## src/rtl/rs232_rx_fifo_pacer.sv

```systemverilog
// rs232_rx_fifo_pacer
// Buffers bytes strobed out of the RS232 receiver and re-issues them to the
// transmitter no faster than one frame time (FRAME_BITS*MAX_CNT clocks) apart.
// Optional feature: define RS232_FIFO_OVF_EN to build the sticky overflow flag;
// without it, overflow is tied low and dropped bytes are silently discarded.
module rs232_rx_fifo_pacer #(
  parameter int DEPTH      = 16,
  parameter int ADDR_W     = 4,
  parameter int MAX_CNT    = 5208,
  parameter int FRAME_BITS = 10
) (
  input  logic              clk,
  input  logic              rst,
  input  logic [7:0]        in_data,
  input  logic              in_flag,
  output logic [7:0]        out_data,
  output logic              out_flag,
  output logic [ADDR_W:0]   count,
  output logic              empty,
  output logic              full,
  output logic              overflow
);

  localparam int unsigned GAP = 32'(FRAME_BITS) * 32'(MAX_CNT);
  localparam int CNT_W = (GAP > 1) ? $clog2(GAP) : 1;
  localparam logic [ADDR_W:0] DEPTH_V = (ADDR_W + 1)'(DEPTH);
  // WAIT leaves when the counter steps onto GAP-2, i.e. while it still reads GAP-3
  localparam logic [CNT_W-1:0] GAP_LAST = CNT_W'(GAP - 32'd3);

  typedef enum logic [1:0] {
    S_IDLE,
    S_ISSUE,
    S_WAIT
  } state_t;

  state_t              r_state;
  state_t              w_nextState;
  logic [7:0]          r_mem [DEPTH];
  logic [ADDR_W:0]     r_wrPtr;
  logic [ADDR_W:0]     r_rdPtr;
  logic [CNT_W-1:0]    r_gapCnt;
  logic [ADDR_W:0]     r_count;
  logic                r_empty;
  logic                r_full;
  logic [7:0]          r_outData;
  logic                r_outFlag;
  logic [ADDR_W:0]     w_ptrCount;
  logic                w_ptrEmpty;
  logic                w_ptrFull;
  logic                w_pop;
  logic                w_push;

  // Occupancy straight from the pointers; drives push/pop decisions this cycle
  assign w_ptrCount = r_wrPtr - r_rdPtr;
  assign w_ptrEmpty = (w_ptrCount == '0);
  assign w_ptrFull  = (w_ptrCount == DEPTH_V);
  // A full FIFO still accepts a byte when the head leaves in the same cycle
  assign w_push     = in_flag && (!w_ptrFull || w_pop);

  // FSM state register
  always_ff @(posedge clk) begin
    if (rst) r_state <= S_IDLE;
    else     r_state <= w_nextState;
  end

  // Next-state and pop decision; the FSM only sees the registered empty flag
  always_comb begin
    w_nextState = r_state;
    w_pop       = 1'b0;
    case (r_state)
      S_IDLE: begin
        if (!r_empty) w_nextState = S_ISSUE;
      end
      S_ISSUE: begin
        w_pop       = !w_ptrEmpty;
        w_nextState = S_WAIT;
      end
      S_WAIT: begin
        if (r_gapCnt == GAP_LAST) w_nextState = S_IDLE;
      end
      default: w_nextState = S_IDLE;
    endcase
  end

  // Write and read pointers, wrapping naturally at 2*DEPTH
  always_ff @(posedge clk) begin
    if (rst) begin
      r_wrPtr <= '0;
      r_rdPtr <= '0;
    end else begin
      if (w_push) r_wrPtr <= r_wrPtr + 1'b1;
      if (w_pop)  r_rdPtr <= r_rdPtr + 1'b1;
    end
  end

  // Storage array; contents are meaningless once the pointers are reset
  always_ff @(posedge clk) begin
    if (w_push && !rst) r_mem[r_wrPtr[ADDR_W-1:0]] <= in_data;
  end

  // Registered status outputs, one cycle behind the pointers
  always_ff @(posedge clk) begin
    if (rst) begin
      r_count <= '0;
      r_empty <= 1'b1;
      r_full  <= 1'b0;
    end else begin
      r_count <= w_ptrCount;
      r_empty <= w_ptrEmpty;
      r_full  <= w_ptrFull;
    end
  end

  // Frame-gap counter: cleared on issue, counts through WAIT
  always_ff @(posedge clk) begin
    if (rst)                    r_gapCnt <= '0;
    else if (r_state == S_ISSUE) r_gapCnt <= '0;
    else if (r_state == S_WAIT)  r_gapCnt <= r_gapCnt + CNT_W'(1);
  end

  // Byte and one-cycle strobe toward the transmitter
  always_ff @(posedge clk) begin
    if (rst) begin
      r_outData <= 8'h00;
      r_outFlag <= 1'b0;
    end else begin
      r_outFlag <= (r_state == S_ISSUE);
      if (r_state == S_ISSUE) r_outData <= r_mem[r_rdPtr[ADDR_W-1:0]];
    end
  end

`ifdef RS232_FIFO_OVF_EN
  logic r_overflow;
  logic w_drop;

  assign w_drop = in_flag && w_ptrFull && !w_pop;

  // Sticky drop indicator, cleared only by reset
  always_ff @(posedge clk) begin
    if (rst)         r_overflow <= 1'b0;
    else if (w_drop) r_overflow <= 1'b1;
  end

  assign overflow = r_overflow;
`else
  assign overflow = 1'b0;
`endif

  assign out_data = r_outData;
  assign out_flag = r_outFlag;
  assign count    = r_count;
  assign empty    = r_empty;
  assign full     = r_full;

endmodule
```

## config.mk

```make
export PLATFORM = sky130hd
export DESIGN_NAME = rs232_rx_fifo_pacer
export DESIGN_NICKNAME = d
export VERILOG_FILES = /design/src/rtl/rs232_rx_fifo_pacer.sv
export SDC_FILE = /design/constraint.sdc
export NUM_CORES = 1
export LEC_CHECK = 0
export CAP_MARGIN = 20
export CORE_AREA = 5 5 119 121
export CTS_BUF_LIST = sky130_fd_sc_hd__clkbuf_2
export DETAILED_ROUTE_END_ITERATION = 10
export DIE_AREA = 0 0 124 126
export GPL_TIMING_DRIVEN = 0
export PLACE_DENSITY = 0.87
export SLEW_MARGIN = 20
export SYNTH_ARGS = -nofsm -noshare
export SYNTH_HDL_FRONTEND = slang
export SYNTH_SLANG_ARGS = --single-unit
export TNS_END_PERCENT = 5
```

## constraint.sdc

```tcl
create_clock -name clk -period 4 [get_ports clk]
set_clock_uncertainty 0.05 [all_clocks]
set_input_delay 0.6 -clock clk [delete_from_list [all_inputs] [get_ports clk]]
set_output_delay 0.6 -clock clk [all_outputs]
set_load 0.02 [all_outputs]
```

==> metrics.txt, run 1 <==
status=finished clean; All-Layer GR Usage=0.211; die width=124 um; drt first pass iters=8; antenna cells=0; Area Growth Syn to Fin=12.7%; largest net degree at the start of global routing=17; Max VDD drop=271 uV; Initial DRC Count=437; final setup vio count=0; cell mode on critical path=clkbuf_2; dpl hpwl=11.0 mm; CP Max Fanout=10; Max stage delay on crit path=460 ps; Vias/cell=6.00; clk_lat worst skew=760 ps; Core ar.=13000 um^2; max_cap viols=0; Final ANT Viol Nets=0; synth unique cells=51; required time worst endpoint=4430 ps; CP Capture Type=flip-flop; Post-synth EDFFs=128; worst r2r path cells=13; CP startpoint kind=flip-flop; Gate power share=0.142; htree depth=4; Finished Core Util=0.626; drt total wl=15.6 mm; Synth warnings=0; Synth async-reset ratio=0; Synth Cell Area=7220 um^2; Max Fclk=259 MHz; Static Leak=2.62 nW; final hold violations=0; Filler cells=938; Final min period=3870 ps; Worst Path Buf+Inv=7; clock sinks=172; power per cell area=398 nW/um^2; Starting Density=0.556; final net count=591; Worst Hold Slack=281 ps; clk root buf=clkbuf_2; Clock Pin Slew Worst Setup and Hold Paths=230 ps; number of global-route vias before repair=4567; CP Data Arrival Time=4300 ps; port bufs=25; Hold Crit Class=input port to flip-flop; DRC viols=0; delay-heaviest family, CP=buffers and inverters; antenna violations before repair=0; Max-slew headroom=0.437; fin. max-slew vios=0; Post-CTS Hold Buffers=0; Yosys reg bits=172; Syn Nets=536; IO Pins=28; Hold Path Cell Cnt=2; routed vias=4539; share of cells above drive strength 1=0.194; WS Path Type=flip-flop to flip-flop; Routability Congestion=0.836; Die ar.=15600 um^2; sw frac=0.282; Int Pwr=2.32 mW; Sequential Power Share=0.612; Slew @ Worst Pin=844 ps; Synth Flop Type=edfxtp_1; Slowest cell on crit path=nor4_4; Syn Area/Cell=14.1 um^2; Seq/Total Area, Yosys=0.655; first-pass GRT wire length=24.5 mm; Sw Pwr=912 uW; WP depth=13; Num CTS Buffers=17; Pwr Total=3.24 mW; Synth Instances=513; grt ovf=0; period utilization=0.967; share of total power in the clock network=0.246; Wirelength per Cell=20.6 um; TritonCTS clock tree=yes; RSZ-0062 raised after global routing=false; crit-path cells=clkbuf_2 -> clkbuf_2 -> clkbuf_2 -> inv_1 -> fa_1 -> and3_4 -> o21ai_1 -> a21oi_2 -> and2_1 -> buf_4 -> buf_6 -> nor4_4 -> buf_4; Chip Height=126 um; row count=42; Max Buffers Root-to-Sink=2
==> kinds of logic (layout without fill, tap and decap cells) <==
kind of cell,Yosys count,after routing,synth area share
xor gates and xnor gates,13,13,0.0158
adders and majority gates,12,12,0.0218
muxes,61,61,0.117
other,1,1,0.000520
buffers and inverters,37,105,0.0234
AOI/OAI and AO/OA,67,67,0.0598
and+or+nand+nor,150,150,0.107
DFF,172,172,0.655
==> final timing paths <==
path	from	slack, ps	end
max	r_rdPtr[1]	130	r_mem[2][1]
max reg2reg	r_rdPtr[1]	130	r_mem[2][1]
min reg2reg	empty	400	r_state[0]
min	rst	280	out_flag
==> final cells by class <==
cell class | instances | area (um^2) | area share
Multi-Input combinational cell | 304 | 2490 | 0.306
Clock inverter | 14 | 116 | 0.0143
Buffer | 28 | 139 | 0.0171
Clock buffer | 18 | 90.1 | 0.0111
Sequential cell | 172 | 4720 | 0.581
Inverter | 9 | 33.8 | 0.00416
Tap cell | 176 | 220 | 0.0271
Timing Repair Buffer | 36 | 318 | 0.0391
==> power groups by stage <==
stage	logic, mW	registers [mW]	clock network, mW
floorplan	0.280	2.03	0
global placement	0.421	2.02	0
detailed placement	0.448	2.02	0
CTS	0.455	1.98	0.804
global route	0.493	1.99	0.898
finish	0.459	1.98	0.796
==> worst register-to-register path: cells and delay by family, from the launching register on <==
kind            cells  cell delay [ps]
fa+ha+maj           1              450
simple gates        3              830
flops               1              390
buf+inv             7             1560
compound gates      2              310
==> synth_stat cells (2+ instances only) <==
| master | n | share of area |
|---|---|---|
| xor2_1 | 6 | 0.0073 |
| a21o_1 | 2 | 0.0021 |
| nor4_1 | 6 | 0.0052 |
| mux2i_1 | 21 | 0.029 |
| and3_1 | 2 | 0.0017 |
| nor2_1 | 32 | 0.017 |
| a21oi_2 | 4 | 0.0049 |
| a221o_1 | 8 | 0.011 |
| o21ai_0 | 19 | 0.013 |
| nor2b_1 | 9 | 0.0078 |
| xnor2_1 | 7 | 0.0085 |
| nor3_1 | 18 | 0.012 |
| nand4b_1 | 2 | 0.0024 |
| mux4_2 | 16 | 0.050 |
| nand3b_1 | 2 | 0.0021 |
| nand3_1 | 4 | 0.0028 |
| ha_1 | 11 | 0.019 |
| o22ai_1 | 8 | 0.0069 |
| a21oi_1 | 18 | 0.012 |
| buf_6 | 2 | 0.0031 |
| or3_1 | 3 | 0.0026 |
| and2_1 | 2 | 0.0017 |
| dfxtp_1 | 44 | 0.12 |
| inv_1 | 9 | 0.0047 |
| clkbuf_1 | 17 | 0.0088 |
| mux2_2 | 19 | 0.030 |
| nor3b_1 | 2 | 0.0021 |
| edfxtp_1 | 128 | 0.53 |
| buf_2 | 6 | 0.0042 |
| nor4b_1 | 7 | 0.0085 |
| nand2b_1 | 8 | 0.0069 |
| nand2_1 | 42 | 0.022 |
| mux2_1 | 5 | 0.0078 |
| buf_4 | 2 | 0.0021 |
| nand4_1 | 6 | 0.0052 |
==> placed cells by master (no fill, tap or decap), types with 9 or more instances in the layout <==
| cell type | instances |
|---|---|
| nor3_1 | 13 |
| nor2_1 | 32 |
| mux4_2 | 16 |
| clkdlybuf4s50_1 | 25 |
| a21oi_1 | 18 |
| edfxtp_1 | 128 |
| buf_2 | 12 |
| mux2i_1 | 21 |
| dfxtp_1 | 44 |
| ha_1 | 11 |
| clkbuf_1 | 14 |
| clkbuf_2 | 21 |
| nand2_1 | 42 |
| nor2b_1 | 9 |
| inv_1 | 9 |
| o21ai_0 | 19 |
| mux2_2 | 19 |
==> flip-flops by register name (all words and copies together) (netlist names), 2 cells and up <==
register / cells
r_state: 2
r_wrPtr: 5
r_rdPtr: 5
r_mem: 128
out_data: 8
count: 5
r_gapCnt: 16
==> routing by layer <==
metal	vias to the layer above	wire length, um	GRT usage
li1	2051	-	-
met1	2200	5920	0.283
met2	247	7790	0.338
met3	41	1520	0.0475
met4	0	392	0.0767
met5	-	0	0
==> per-stage QoR <==
stage	cell area, um^2	TNS, ps	instances	setup slack, ps
6_report	8130	0	757	132
5_1_grt	8130	0	757	11.1
4_1_cts	8120	0	757	12.8
3_5_place_dp	7840	-29040	725	-558
3_3_place_gp	7690	-97360	714	-1100
2_1_floorplan	7220	0	513	125
==> what timing repair did <==
action / 4_1_cts / 5_1_grt
pin swaps: 1 / 0
buffers inserted: 0 / 0
setup endpoints to repair: 122 / 78
endpoints found under the hold margin: 0 / 0
resized for setup: 11 / 2
Power figures use the tool's default switching activity.
==> run 2: changes to the inputs <==
--- a/config.mk
+++ b/config.mk
@@ -6,12 +6,12 @@
 export NUM_CORES = 1
 export LEC_CHECK = 0
 export CAP_MARGIN = 20
-export CORE_AREA = 5 5 119 121
+export CORE_AREA = 5 5 162 164
 export CTS_BUF_LIST = sky130_fd_sc_hd__clkbuf_2
 export DETAILED_ROUTE_END_ITERATION = 10
-export DIE_AREA = 0 0 124 126
+export DIE_AREA = 0 0 167 169
 export GPL_TIMING_DRIVEN = 0
-export PLACE_DENSITY = 0.87
+export PLACE_DENSITY = 0.56
 export SLEW_MARGIN = 20
 export SYNTH_ARGS = -nofsm -noshare
 export SYNTH_HDL_FRONTEND = slang
==> metrics.txt, run 2 (same netlist as run 1, synthesis figures left out) <==
Worst Path Buf+Inv=6 (was 7); Core ar.=24700 um^2 (was 13000 um^2); worst r2r path cells=12 (was 13); share of total power in the clock network=0.281 (was 0.246); max_cap viols=0 (unchanged); required time worst endpoint=4470 ps (was 4430 ps); crit-path cells=clkbuf_2 -> clkbuf_2 -> inv_1 -> fa_1 -> and3_4 -> or3_4 -> a21oi_2 -> and2_1 -> buf_4 -> buf_6 -> nor4_2 -> buf_2 (was clkbuf_2 -> clkbuf_2 -> clkbuf_2 -> inv_1 -> fa_1 -> and3_4 -> o21ai_1 -> a21oi_2 -> and2_1 -> buf_4 -> buf_6 -> nor4_4 -> buf_4); number of global-route vias before repair=4507 (was 4567); CP startpoint kind=flip-flop (unchanged); Worst Hold Slack=221 ps (was 281 ps); routed wl met2=7.80 mm (was 7.79 mm); first-pass GRT wire length=25.7 mm (was 24.5 mm); Num CTS Buffers=17 (unchanged); final setup vio count=0 (unchanged); die width=167 um (was 124 um); Chip Height=169 um (was 126 um); Met3 Wirelength=981 um (was 1.52 mm); Placed Cells=880 (was 725); Max VDD drop=192 uV (was 271 uV); routed vias=4389 (was 4539); period utilization=0.946 (was 0.967); Static Leak=2.65 nW (was 2.62 nW); Sequential Power Share=0.583 (was 0.612); M1 WL=7.64 mm (was 5.92 mm); final net count=591 (unchanged); clk_lat worst skew=790 ps (was 760 ps); power per cell area=405 nW/um^2 (was 398 nW/um^2); Area Growth Syn to Fin=16.4% (was 12.7%); hold endpoint=out_flag (unchanged); cell mode on critical path=clkbuf_2 (unchanged); port bufs=25 (unchanged); r2r endpoint=r_mem[2][1] (unchanged); Max stage delay on crit path=450 ps (was 460 ps); Vias/cell=4.81 (was 6.00); DRC viols=0 (unchanged); Routability Congestion=0.880 (was 0.836); Finished Layout Cells=912 (was 757); row count=58 (was 42); clock sinks=172 (unchanged); Clock Pin Slew Worst Setup and Hold Paths=310 ps (was 230 ps); dpl hpwl=11.6 mm (was 11.0 mm); CP Capture Type=flip-flop (unchanged); Initial DRC Count=429 (was 437); Filler cells=2434 (was 938); Post-CTS Hold Buffers=0 (unchanged); CP Max Fanout=16 (was 10); highest routed layer=met4 (unchanged); Hold Crit Class=input port to flip-flop (unchanged); Final ANT Viol Nets=0 (unchanged); clk root buf=clkbuf_2 (unchanged); largest net degree at the start of global routing=21 (was 17); TritonCTS clock tree=yes (unchanged); Slew @ Worst Pin=805 ps (was 844 ps); status=finished clean (unchanged); drt total wl=16.6 mm (was 15.6 mm); Starting Density=0.292 (was 0.556); antenna violations before repair=1 (was 0); CP startpoint=r_rdPtr[1] (unchanged); IO Pins=28 (unchanged); min-delay src=rst (unchanged); grt ovf=0 (unchanged); Int Pwr=2.37 mW (was 2.32 mW); share of cells above drive strength 1=0.198 (was 0.194); reg-to-reg slack, setup=210 ps (was 130 ps); CP Data Arrival Time=4260 ps (was 4300 ps); WS Path Type=flip-flop to flip-flop (unchanged); Max Fclk=264 MHz (was 259 MHz); RSZ-0062 raised after global routing=false (unchanged); htree depth=4 (unchanged); Setup Fix Bufs, Post-CTS=0 (unchanged); max reg flops=128 (unchanged); drt first pass iters=6 (was 8); Wirelength per Cell=18.2 um (was 20.6 um); Max-slew headroom=0.464 (was 0.437); leading cell types in the layout, fill and taps excluded=128 x edfxtp_1, 44 x dfxtp_1, 42 x nand2_1 (unchanged); fin. max-slew vios=0 (unchanged); sw frac=0.303 (was 0.282); most common cell after layout, fill and taps aside=edfxtp_1 (unchanged); Hold Path Cell Cnt=2 (unchanged); Gate power share=0.136 (was 0.142); Max Buffers Root-to-Sink=2 (unchanged); Final min period=3790 ps (was 3870 ps); delay-heaviest family, CP=buffers and inverters (unchanged); Sw Pwr=1.03 mW (was 912 uW); Die ar.=28200 um^2 (was 15600 um^2); Slowest cell on crit path=fa_1 (was nor4_4); Critical R2R Launch=r_rdPtr[1] (unchanged); final hold violations=0 (unchanged); All-Layer GR Usage=0.120 (was 0.211)
[run 2: cell type report]
| cell class | instances | area (um^2) | share of cell area |
|---|---|---|---|
| clock buffers | 17 | 85.1 | 0.0101 |
| clock inverters | 15 | 179 | 0.0213 |
| diodes | 1 | 2.50 | 0.000298 |
| inverters | 9 | 33.8 | 0.00402 |
| repair buffers | 37 | 330 | 0.0393 |
| multi-input cells | 304 | 2500 | 0.297 |
| well taps | 330 | 413 | 0.0492 |
| flip-flops and latches | 172 | 4720 | 0.562 |
| plain buffers | 27 | 134 | 0.0159 |
[run 2: worst max-delay path by stage]
| stage | endpoint | slack [ps] | depth (start not counted) |
|---|---|---|---|
| global route | r_mem[3][1] | 30 | 12 |
| finish | r_mem[2][1] | 210 | 12 |
| detailed placement | r_mem[8][4] | -670 | 12 |
| global placement | r_mem[10][3] | -1200 | 11 |
| floorplan | r_mem[4][0] | 130 | 12 |
| CTS | r_mem[2][1] | 0.2 | 13 |
[run 2: metrics by stage]
stage / setup TNS (ps) / setup slack [ps] / utilization / instance area [um^2] / total power [mW]
after floorplan: 0 / 125 / - / 7220 / 2.31
after global placement: -126400 / -1200 / 0.318 / 7880 / 2.46
after detailed placement: -37060 / -668 / 0.325 / 8050 / 2.48
after CTS: 0 / 0.158 / 0.339 / 8390 / 3.44
after global routing: 0 / 29.4 / 0.339 / 8400 / 3.55
final: 0 / 214 / 0.339 / 8400 / 3.40
[run 2: routing by layer]
| layer | vias to the layer above | global-route usage |
|---|---|---|
| met3 | 14 | 0.0322 |
| met2 | 119 | 0.191 |
| met4 | 0 | 0.0302 |
| met5 | - | 0 |
| met1 | 2214 | 0.164 |
| li1 | 2042 | - |
[run 2: what timing repair did]
item,CTS,global route
resized for setup,11,1
pin swaps,1,0
endpoints found under the hold margin,0,0
endpoints found under the setup margin,127,89
[run 2: power by group through the flow]
stage | sequential [mW] | combinational, mW | clock (mW)
after global routing | 1.99 | 0.500 | 1.06
final | 1.98 | 0.464 | 0.956
after global placement | 2.02 | 0.444 | 0
after detailed placement | 2.02 | 0.458 | 0
after floorplan | 2.03 | 0.280 | 0
after CTS | 1.98 | 0.467 | 0.990
==> run 3: changes to the inputs <==
--- a/config.mk
+++ b/config.mk
@@ -11,7 +11,7 @@
 export DETAILED_ROUTE_END_ITERATION = 10
 export DIE_AREA = 0 0 167 169
 export GPL_TIMING_DRIVEN = 0
-export PLACE_DENSITY = 0.56
+export PLACE_DENSITY = 0.54
 export SLEW_MARGIN = 20
 export SYNTH_ARGS = -nofsm -noshare
 export SYNTH_HDL_FRONTEND = slang
==> constraint.sdc (replaced) <==
create_clock -name clk -period 4.8 [get_ports clk]
set_clock_uncertainty 0.05 [all_clocks]
set_input_delay 0.72 -clock clk [delete_from_list [all_inputs] [get_ports clk]]
set_output_delay 0.72 -clock clk [all_outputs]
set_load 0.02 [all_outputs]
==> metrics.txt, run 3 (same netlist as run 1, synthesis figures left out) <==
most common cell after layout, fill and taps aside=edfxtp_1 (unchanged); CP Data Arrival Time=5020 ps (was 4260 ps); clock sinks=172 (unchanged); M3 GR Usage=0.0266 (was 0.0322); CP Max Fanout=10 (was 16); Slowest cell on crit path=clkbuf_1 (was fa_1); clk root buf=clkbuf_2 (unchanged); Placed Cells=883 (was 880); status=finished clean (unchanged); drt first pass iters=4 (was 6); first-pass GRT wire length=25.7 mm (about the same); delay-heaviest family, CP=buffers and inverters (unchanged); Worst Path Buf+Inv=7 (was 6); RSZ-0062 raised after global routing=false (unchanged); Chip Height=169 um (unchanged); TritonCTS clock tree=yes (unchanged); Core ar.=24700 um^2 (unchanged); max reg flops=128 (unchanged); port bufs=25 (unchanged); drt total wl=16.6 mm (about the same); Int Pwr=1.96 mW (was 2.37 mW); Pwr Total=2.77 mW (was 3.40 mW); Initial DRC Count=288 (was 429); Vias/cell=4.72 (was 4.81); Hold Crit Class=flip-flop to flip-flop (was input port to flip-flop); CP startpoint kind=flip-flop (unchanged); max_cap viols=0 (unchanged); row count=58 (unchanged); Max Fclk=218 MHz (was 264 MHz); Max stage delay on crit path=550 ps (was 450 ps); number of global-route vias before repair=4493 (was 4507); required time worst endpoint=5230 ps (was 4470 ps); final hold violations=0 (unchanged); Hold Path Cell Cnt=1 (was 2); Wirelength per Cell=18.1 um (was 18.2 um); share of cells above drive strength 1=0.198 (about the same); final net count=595 (was 591); Final ANT Viol Nets=0 (unchanged); Clock Pin Slew Worst Setup and Hold Paths=260 ps (was 310 ps); GR peak layer=met2 (unchanged); clk_lat worst skew=740 ps (was 790 ps); Setup TNS=0 ps (unchanged); DRC viols=0 (unchanged); Num CTS Buffers=17 (unchanged); grt ovf=0 (unchanged); Max VDD drop=185 uV (was 192 uV); Gate power share=0.136 (about the same); share of total power in the clock network=0.268 (was 0.281); crit-path cells=clkbuf_1 -> clkbuf_1 -> clkbuf_1 -> inv_1 -> fa_1 -> and3_4 -> o21ai_1 -> a21oi_2 -> and2_1 -> buf_4 -> buf_6 -> nor4_2 -> buf_2 (was clkbuf_2 -> clkbuf_2 -> inv_1 -> fa_1 -> and3_4 -> or3_4 -> a21oi_2 -> and2_1 -> buf_4 -> buf_6 -> nor4_2 -> buf_2); Global Route met2 Usage=0.195 (was 0.191); Max Buffers Root-to-Sink=2 (unchanged); die width=167 um (unchanged); Sequential Power Share=0.595 (was 0.583); Static Leak=2.65 nW (about the same); leading cell types in the layout, fill and taps excluded=128 x edfxtp_1, 44 x dfxtp_1, 42 x nand2_1 (unchanged); Area Growth Syn to Fin=15.1% (was 16.4%); fin. max-slew vios=0 (unchanged); worst r2r path cells=13 (was 12); antenna cells=0 (was 1); Die ar.=28200 um^2 (unchanged); GR Util met1=0.157 (was 0.164); dpl hpwl=11.5 mm (was 11.6 mm); Final min period=4600 ps (was 3790 ps); Starting Density=0.292 (unchanged); Max-slew headroom=0.466 (was 0.464); Routability Congestion=0.765 (was 0.880); cell mode on critical path=clkbuf_1 (was clkbuf_2); Worst Hold Slack=391 ps (was 221 ps); Finished Layout Cells=915 (was 912); power per cell area=334 nW/um^2 (was 405 nW/um^2); sw frac=0.295 (was 0.303); CP Capture Type=flip-flop (unchanged); All-Layer GR Usage=0.119 (was 0.120); routed vias=4318 (was 4389); Slew @ Worst Pin=798 ps (was 805 ps); Sw Pwr=817 uW (was 1.03 mW); final setup vio count=0 (unchanged); WS Path Type=flip-flop to flip-flop (unchanged); WP depth=13 (was 12); Setup Fix Bufs, Post-CTS=0 (unchanged); largest net degree at the start of global routing=19 (was 21); IO Pins=28 (unchanged); antenna violations before repair=0 (was 1); htree depth=4 (unchanged); period utilization=0.958 (was 0.946)
==> run 3: cell type report <==
type | count | area [um^2]
clock inverters | 15 | 148
inverters | 9 | 33.8
flip-flops and latches | 172 | 4720
fillers | 2462 | 16400
plain buffers | 28 | 135
well taps | 330 | 413
clock buffers | 17 | 85.1
repair buffers | 40 | 343
multi-input cells | 304 | 2430
==> run 3: worst paths after layout <==
check                                start          end  slack [ps]
worst min register to register       empty   r_state[0]         390
worst max register to register  r_rdPtr[1]  r_mem[1][0]         200
worst max-delay path            r_rdPtr[1]  r_mem[1][0]         200
worst min-delay path                 empty   r_state[0]         390
==> run 3: metal layers <==
metal,part of all wire,wire (um)
met3,0.056,926
met1,0.45,7390
met5,0,0
met2,0.49,8060
met4,0.012,196
==> run 3: repair_timing <==
| item | in CTS | in global routing |
|---|---|---|
| hold buffers | 0 | 0 |
| endpoints found under the setup margin | 0 | 8 |
| gates resized for setup | 0 | 1 |
==> run 3: power by group through the flow <==
stage	registers [mW]	clock network, mW	logic [mW]
after floorplan	1.70	0	0.233
final	1.65	0.744	0.378
after global placement	1.68	0	0.366
after detailed placement	1.68	0	0.378
after global routing	1.66	0.841	0.409
after CTS	1.65	0.771	0.380
==> run 3: metrics by stage <==
step,setup slack [ps],area [um^2],util
2_1_floorplan,925,7220,-
5_1_grt,62.9,8310,0.336
3_3_place_gp,-644,7880,0.318
4_1_cts,141,8300,0.335
6_report,203,8310,0.336
3_5_place_dp,168,8070,0.326
